$ cat config.mk
export PLATFORM = sky130hd
export DESIGN_NAME = sipo_deframer_flat
export DESIGN_NICKNAME = d
export VERILOG_FILES = /design/src/rtl/sipo_pkg.sv /design/src/rtl/sipo_if.sv /design/src/rtl/sipo_out_reg.sv /design/src/rtl/sipo_deframer.sv /design/src/flat_wrapper.sv
export SDC_FILE = /design/constraint.sdc
export NUM_CORES = 1
export LEC_CHECK = 0
export CAP_MARGIN = 20
export CORE_MARGIN = 3
export CORE_UTILIZATION = 49
export DETAILED_ROUTE_END_ITERATION = 6
export PLACE_DENSITY = 0.75
export SYNTH_ARGS = -nofsm -noshare
export SYNTH_HDL_FRONTEND = slang
export SYNTH_SLANG_ARGS = --single-unit
export TNS_END_PERCENT = 10
$ cat constraint.sdc
create_clock -name clk -period 1.84 [get_ports clk]
set_clock_uncertainty 0.15 [all_clocks]
set_input_delay 0.46 -clock clk [delete_from_list [all_inputs] [get_ports clk]]
set_output_delay 0.46 -clock clk [all_outputs]
set_load 0.02 [all_outputs]
$ cat src/rtl/sipo_pkg.sv
// Shared types and constants for the SIPO deframer: FSM encoding and default sizing.
package sipo_pkg;

    localparam int unsigned WIDTH_DEF = 8;
    localparam int unsigned CNT_W     = $clog2(WIDTH_DEF + 1);

    typedef enum logic {
        ST_IDLE  = 1'b0,
        ST_SHIFT = 1'b1
    } state_e;

endpackage

$ cat src/rtl/sipo_if.sv
// Serial input stream plus valid/ready word output of the deframer.
interface sipo_if import sipo_pkg::*; #(
    parameter int unsigned WIDTH = WIDTH_DEF
);

    logic             sin;
    logic             sin_vld;
    logic             sin_sof;
    logic [WIDTH-1:0] dout;
    logic             dout_vld;
    logic             dout_rdy;
    logic             frame_err;
    logic             overrun;

    // Driver/consumer side: feeds bits, accepts words
    modport master (
        output sin, sin_vld, sin_sof, dout_rdy,
        input  dout, dout_vld, frame_err, overrun
    );

    // Deframer side
    modport slave (
        input  sin, sin_vld, sin_sof, dout_rdy,
        output dout, dout_vld, frame_err, overrun
    );

endinterface

$ cat src/rtl/sipo_out_reg.sv
// One-entry valid/ready holding register; a completed word arriving while the
// entry is full and not being drained is dropped and flagged in sticky overrun.
module sipo_out_reg #(
    parameter int unsigned WIDTH = 8
) (
    input  logic             clk,
    input  logic             reset,
    input  logic             load,
    input  logic [WIDTH-1:0] load_data,
    output logic [WIDTH-1:0] dout,
    output logic             dout_vld,
    input  logic             dout_rdy,
    output logic             overrun
);

    always_ff @(posedge clk) begin
        if (reset) begin
            dout     <= '0;
            dout_vld <= 1'b0;
            overrun  <= 1'b0;
        end else begin
            // A drain in the same cycle frees the entry for the new word
            if (load && (!dout_vld || dout_rdy)) begin
                dout     <= load_data;
                dout_vld <= 1'b1;
            end else if (dout_vld && dout_rdy) begin
                dout_vld <= 1'b0;
            end
            if (load && dout_vld && !dout_rdy) begin
                overrun <= 1'b1;
            end
        end
    end

endmodule

$ cat src/rtl/sipo_deframer.sv
// Serial-in/parallel-out receiver: aligns on sof, assembles WIDTH-bit words and
// hands them to a valid/ready output register, flagging restarts and drops.
module sipo_deframer import sipo_pkg::*; #(
    parameter int unsigned WIDTH     = WIDTH_DEF,
    parameter bit          MSB_FIRST = 1'b1
) (
    input  logic  clk,
    input  logic  reset,
    sipo_if.slave bus
);

    localparam int unsigned CW = $clog2(WIDTH + 1);

    state_e           state_q, state_d;
    logic [CW-1:0]    cnt_q, cnt_d;
    logic [WIDTH-1:0] shreg_q, shreg_d;
    logic             ferr_q, ferr_d;
    logic [WIDTH-1:0] shift_c;
    logic [WIDTH-1:0] first_c;
    logic             load_c;
    logic [WIDTH-1:0] dout_q;
    logic             vld_q;
    logic             ovr_q;

    always_ff @(posedge clk) begin
        if (reset) begin
            state_q <= ST_IDLE;
            cnt_q   <= '0;
            shreg_q <= '0;
            ferr_q  <= 1'b0;
        end else begin
            state_q <= state_d;
            cnt_q   <= cnt_d;
            shreg_q <= shreg_d;
            ferr_q  <= ferr_d;
        end
    end

    always_comb begin
        state_d = state_q;
        cnt_d   = cnt_q;
        shreg_d = shreg_q;
        ferr_d  = 1'b0;
        load_c  = 1'b0;
        // Bit order decides which end receives the new bit
        shift_c = MSB_FIRST ? {shreg_q[WIDTH-2:0], bus.sin} : {bus.sin, shreg_q[WIDTH-1:1]};
        first_c = MSB_FIRST ? WIDTH'(bus.sin) : {bus.sin, {(WIDTH-1){1'b0}}};
        case (state_q)
            ST_IDLE: begin
                if (bus.sin_vld && bus.sin_sof) begin
                    shreg_d = first_c;
                    cnt_d   = CW'(1);
                    state_d = ST_SHIFT;
                end
            end
            ST_SHIFT: begin
                if (bus.sin_vld) begin
                    if (bus.sin_sof) begin
                        // Restart: discard the partial word, this bit opens a new one
                        ferr_d  = 1'b1;
                        shreg_d = first_c;
                        cnt_d   = CW'(1);
                    end else if (cnt_q == CW'(WIDTH - 1)) begin
                        load_c  = 1'b1;
                        shreg_d = shift_c;
                        cnt_d   = '0;
                        state_d = ST_IDLE;
                    end else begin
                        shreg_d = shift_c;
                        cnt_d   = cnt_q + CW'(1);
                    end
                end
            end
            default: state_d = ST_IDLE;
        endcase
    end

    sipo_out_reg #(
        .WIDTH (WIDTH)
    ) u_out_reg (
        .clk       (clk),
        .reset     (reset),
        .load      (load_c),
        .load_data (shift_c),
        .dout      (dout_q),
        .dout_vld  (vld_q),
        .dout_rdy  (bus.dout_rdy),
        .overrun   (ovr_q)
    );

    assign bus.dout      = dout_q;
    assign bus.dout_vld  = vld_q;
    assign bus.overrun   = ovr_q;
    assign bus.frame_err = ferr_q;

endmodule
$ cat src/flat_wrapper.sv
// flat-port wrapper written by rule: the top's interface ports become plain ports
module sipo_deframer_flat import sipo_pkg::*;
#(
    parameter int unsigned WIDTH     = WIDTH_DEF,
    parameter bit          MSB_FIRST = 1'b1
)
  (clk, reset, bus_sin, bus_sin_vld, bus_sin_sof, bus_dout_rdy, bus_dout, bus_dout_vld, bus_frame_err, bus_overrun);
  sipo_if #(.WIDTH(WIDTH)) bus_i ();
  input  logic clk;
  input  logic reset;
  input wire logic [$bits(bus_i.sin)-1:0] bus_sin;
  input wire logic [$bits(bus_i.sin_vld)-1:0] bus_sin_vld;
  input wire logic [$bits(bus_i.sin_sof)-1:0] bus_sin_sof;
  input wire logic [$bits(bus_i.dout_rdy)-1:0] bus_dout_rdy;
  output wire logic [$bits(bus_i.dout)-1:0] bus_dout;
  output wire logic [$bits(bus_i.dout_vld)-1:0] bus_dout_vld;
  output wire logic [$bits(bus_i.frame_err)-1:0] bus_frame_err;
  output wire logic [$bits(bus_i.overrun)-1:0] bus_overrun;
  assign bus_i.sin = bus_sin;
  assign bus_i.sin_vld = bus_sin_vld;
  assign bus_i.sin_sof = bus_sin_sof;
  assign bus_i.dout_rdy = bus_dout_rdy;
  assign bus_dout = bus_i.dout;
  assign bus_dout_vld = bus_i.dout_vld;
  assign bus_frame_err = bus_i.frame_err;
  assign bus_overrun = bus_i.overrun;
  sipo_deframer #(.WIDTH(WIDTH), .MSB_FIRST(MSB_FIRST)) u_core (.clk(clk), .reset(reset), .bus(bus_i));
endmodule
== Word level (Yosys, flattened, before mapping) ==
Cells that the tools add are included.
Storage, ports and cells
  flip-flop bits (word level): 23
  input port bits: 6
  output and inout port bits: 11
  word-level logic and storage cells: 45
Cells by class
  add/sub/neg operators: 1
  equality and inequality tests: 3
  multiplexer cells: 21
  bitwise gates (word level): 2
  reduce and logical (&&, ||, !) cells: 11
Operator list (number)
  two-way mux 7 bit: 3
  two-way mux 4 bit: 4
  case mux 7 bit (2 select lines): 1
  two-way mux 1 bit: 11
  case mux 4 bit (2 select lines): 1
  logical AND 1 bit: 5
  adder 4 x 1 -> 4 bit, second input constant: 1
  equality test 4 x 3 -> 1 bit, second input constant: 1
  OR reduction 3 bit: 1
  logical NOT 1 bit: 2
  != test 2 x 1 -> 1 bit, second input constant: 1
  != test 2 bit, second input constant: 1
  inverter 1 bit: 2
  case mux 1 bit (2 select lines): 1
  AND reduction 2 bit: 1
  nonzero test 2 bit: 1
  logical OR 1 bit: 1

== Depth between registers and ports, before layout ==
  word-level depth: 7
  mapped depth: 5
  mapped depth without buffers: 3

== By module ==
From an unflattened synthesis, not the netlist that was laid out.
Unflattened totals
  cell total of the unflattened synthesis: 96
  area total of the unflattened synthesis: 967.2 um^2
By module, submodules not included
  sipo_deframer: times used 1, cells an instance 54, area each 531.8 um^2, seq. area each 260.2 um^2
  sipo_out_reg: times used 1, cells an instance 42, area each 435.4 um^2, seq. area each 200.2 um^2

== Least setup slack after synthesis ==
OpenSTA, ideal clock, no wires.
  path kind: input-to-reg
  start point: input port bus_sin_sof
  end point: register u_core.u_out_reg.dout[0]
  setup time: 72 ps
  arrival: 1269 ps
  data required time: 1618 ps
  setup slack: 349 ps
  stages: 5
  buffers on the path: 2
  path through: and3b_1 -> buf_6 -> and4b_1 -> buf_6 -> mux2i_1
On the way
  word-level cells in the longest chain between the ends: 4
Ends and longest elaborated chain
  start, declared: RTL line flat_wrapper.sv:13  | input wire logic [$bits(bus_i.sin_sof)-1:0] bus_sin_sof;
  two-way mux 1 bit: RTL line sipo_deframer.sv:58  | if (bus.sin_sof) begin
  two-way mux 1 bit: RTL line sipo_deframer.sv:57  | if (bus.sin_vld) begin
  two-way mux 1 bit: RTL line sipo_deframer.sv:48  | case (state_q)
  logical AND 1 bit: RTL line sipo_out_reg.sv:23  | if (load && (!dout_vld || dout_rdy)) begin
  end signal, assigned: RTL line sipo_out_reg.sv:24  | dout <= load_data;
  end, declared: RTL line sipo_out_reg.sv:10  | output logic [WIDTH-1:0] dout,
No other way between the ends.
A chain may end at the register's enable or synchronous reset.

== Worst setup path after layout ==
  start point: input port bus_sin_sof
  end point: register u_core.u_out_reg.dout[3]
Same word-level chain as after synthesis.

==> results.py <==
metrics = {
    "run_status": {
        "status": "finished, final reports clean",
    },
    "pwr": {
        "clkPwrFrac_pct": 28.6,
        "seq_power_share_pct": 63.1,
        "p_sw_mw": 0.184,
        "leakage_nw": 0.504,
        "comb_power_share_pct": 8.2,
        "internal_power_mw": 0.622,
        "power.density_mw_per_mm2": 666,
        "switching_share_pct": 22.8,
        "ir_drop_mv": 0.469,
    },
    "timing": {
        "setup_viol": 0,
        "finalSetupTns_ns": 0,
        "drv_slew": 0,
        "tightest_slew_ns": 0.305,
        "fmax_mhz": 577,
        "post-route-period-util_pct": 94.2,
        "final_hold_viol_count": 0,
        "slew_headroom_pct": 79.6,
        "rsz0062_at_grt": "no",
        "period_minus_slack_ns": 1.73,
    },
    "min_path": {
        "hold_depth": 2,
        "min_to": "u_core.u_out_reg.dout[7]",
        "min-delay-start": "u_core.shreg_q[6]",
        "hp-class": "flip-flop to flip-flop",
    },
    "critical_path": {
        "slowest_delay_ns": 0.46,
        "start_kind": "primary input",
        "crit_family": "buffers and inverters",
        "path_max_fanout": 5,
        "crit_chain": "clkdlybuf4s50_1 > and3b_1 > and4b_1 > buf_4 > mux2i_1",
        "r2r-end": "u_core.u_out_reg.dout[3]",
        "cp.arrival_ns": 1.83,
        "ff2ff_path_depth": 4,
        "crit_start": "bus_sin_sof",
        "cp-end-kind": "flip-flop",
        "critPathKind": "primary input to flip-flop",
        "reg2reg_from": "u_core.cnt_q[2]",
        "cp.required_ns": 1.94,
        "worst-path-buf-inv": 2,
        "slowest_stage": "clkdlybuf4s50_1",
        "reg2reg_slack_ns": 0.25,
    },
    "cells_and_area": {
        "fin_util_pct": 68.6,
        "final-seq-area_sq_um": 460,
        "nets": 127,
        "syn2layout_area_growth_pct": 28.6,
        "drive_above_1_share_pct": 14.3,
        "fillers": 156,
        "diodes": 0,
        "multiInputGateArea_sq_um": 438,
    },
    "floorplan": {
        "die_x_um": 49.8,
        "core_sq_mm": 0.00176,
        "ios": 17,
        "num_rows": 15,
        "die_h_um": 49.8,
        "start_util_pct": 53.3,
        "die_area_sq_mm": 0.00248,
    },
    "clock_network": {
        "cts_setup_buffers": 0,
        "clk_latency_ns": 0.31,
        "clock_sinks": 23,
        "clockBufferDepth": 2,
        "htree_levels": 1,
        "cts_tree": "built",
        "path_clk_slew_ns": 0.13,
        "cts_buffers": 3,
        "cts_root_buffer": "clkbuf_4",
    },
    "synth": {
        "synth_area_leaders": "dfxtp_1 49%, nand2b_1 11%, mux2i_1 9.6%",
        "synth_cells": 93,
        "synth_cell_types": 24,
        "syn_nets": 100,
        "syn_area_per_cell_sq_um": 10.1,
        "synth_seq_cells": 23,
        "synth_area_sq_um": 941,
        "yosysSeqAreaShare_pct": 48.9,
        "yosysTopAreaCell": "dfxtp_1",
        "yosys_warnings": 0,
        "yosys.area.top_type_share_pct": 48.9,
    },
    "global_routing": {
        "grt_pass1_wl_um": 3510,
        "grt-ovfl-total": 0,
        "grt_antenna_before_repair": 0,
        "grt.total_usage_pct": 18.4,
        "grt_max_degree": 26,
        "grt_pass1_vias": 819,
    },
    "placement": {
        "dp_hpwl_um": 1350,
        "portBuffers": 16,
        "gp_congestion": 0.737,
    },
    "detailed_routing": {
        "drt-initial-drc-count": 5,
        "first_pass_iters": 4,
        "viasPerCell": 5.17,
        "wl_um": 1850,
        "drc": 0,
        "routedWlPerCell_um": 12.8,
        "antenna_left": 0,
        "vias": 744,
    },
    "run": {
        "drv_cap": 0,
    },
}
[per-stage QoR]
stage	power, mW	hold slack (ns)	setup WS (ns)	area (sq um)	cells
2_1_floorplan	0.549	0.302	0.349	941	93
3_3_place_gp	0.585	0.310	-0.100	1200	140
3_5_place_dp	0.587	0.314	-0.222	1200	140
4_1_cts	0.817	0.339	0.0996	1210	144
5_1_grt	0.839	0.356	0.0345	1210	144
6_report	0.806	0.331	0.107	1210	144
[cells in the mapped netlist]
| master | instances |
|---|---|
| and4b_1 | 2 |
| nand4_1 | 1 |
| a22oi_1 | 7 |
| buf_2 | 1 |
| nand3_1 | 1 |
| o21ai_2 | 1 |
| o32ai_1 | 1 |
| a211oi_1 | 1 |
| nand2b_1 | 16 |
| clkbuf_1 | 3 |
| a41oi_1 | 1 |
| nor2b_1 | 3 |
| a311oi_1 | 2 |
| a31oi_1 | 1 |
| ha_1 | 1 |
| buf_6 | 2 |
| a21o_1 | 1 |
| and3b_1 | 1 |
| inv_1 | 1 |
| nor2_1 | 10 |
| mux2i_1 | 9 |
| dfxtp_1 | 23 |
| or3_1 | 1 |
| a21oi_1 | 3 |
[power by group through the flow]
| stage | registers, mW | logic (mW) | clock network, mW |
|---|---|---|---|
| after floorplan | 0.519 | 0.0305 | 0 |
| after global placement | 0.519 | 0.0653 | 0 |
| after detailed placement | 0.520 | 0.0668 | 0 |
| after CTS | 0.509 | 0.0670 | 0.242 |
| after global routing | 0.510 | 0.0729 | 0.256 |
| final | 0.509 | 0.0663 | 0.231 |
[final cells by class]
cell class	instances	area share, %
clock buffer	3	1.86
sequential	23	38.1
inverter	1	0.310
clock inverter	1	0.414
multi-input combinational	63	36.2
tap	25	2.59
timing repair buffer	28	20.6
[worst max-delay path by stage]
stage                     depth (start not counted)                  endpoint
final                                             5  u_core.u_out_reg.dout[3]
after detailed placement                          5  u_core.u_out_reg.dout[7]
after CTS                                         5  u_core.u_out_reg.dout[3]
after global routing                              5  u_core.u_out_reg.dout[3]
after floorplan                                   5  u_core.u_out_reg.dout[0]
after global placement                            5  u_core.u_out_reg.dout[5]
[kinds of logic after synthesis]
family | after synthesis | share of synthesized area (%)
and+or+nand+nor | 35 | 21.5
DFF | 23 | 48.9
AOI/OAI and AO/OA | 18 | 14.1
muxes | 9 | 9.57
buffers and inverters | 7 | 4.52
adders and majority gates | 1 | 1.33
[tightest hold or removal path: stages (launching register included)]
cell and delay, ns:
dfxtp_1 0.33, nand2b_1 0.06, mux2i_1 0.06
[what timing repair did]
item | CTS | global route
hold buffers | 0 | 0
gates resized for setup | 11 | 0
endpoints found under the setup margin | 11 | 0
[cells in the final DEF (no fill, tap or decap), types with 2 or more instances in the layout]
cell,count
clkbuf_4,3
nor2_1,10
buf_4,11
a311oi_1,2
and4b_1,2
nand2b_1,16
a21oi_1,3
nor2b_1,3
a22oi_1,7
dfxtp_1,23
dlygate4sd2_1,11
mux2i_1,9
clkdlybuf4s50_1,5
[routing by layer]
| layer | up-vias | GRT usage, % | wire (um) |
|---|---|---|---|
| met5 | - | 0 | 0 |
| met4 | 0 | 9.68 | 35 |
| met3 | 4 | 3.93 | 66 |
| met2 | 12 | 32.4 | 936 |
| met1 | 344 | 20.6 | 805 |
| li1 | 384 | - | - |
[sequential cells by signal, indices dropped and copies added (netlist names)]
register	count
u_core.cnt_q	4
u_core.u_out_reg.dout_vld	1
u_core.shreg_q	7
u_core.state_q	1
u_core.u_out_reg.dout	8
u_core.u_out_reg.overrun	1
u_core.bus.frame_err	1
No activity file was read; power rests on OpenSTA's default activity.
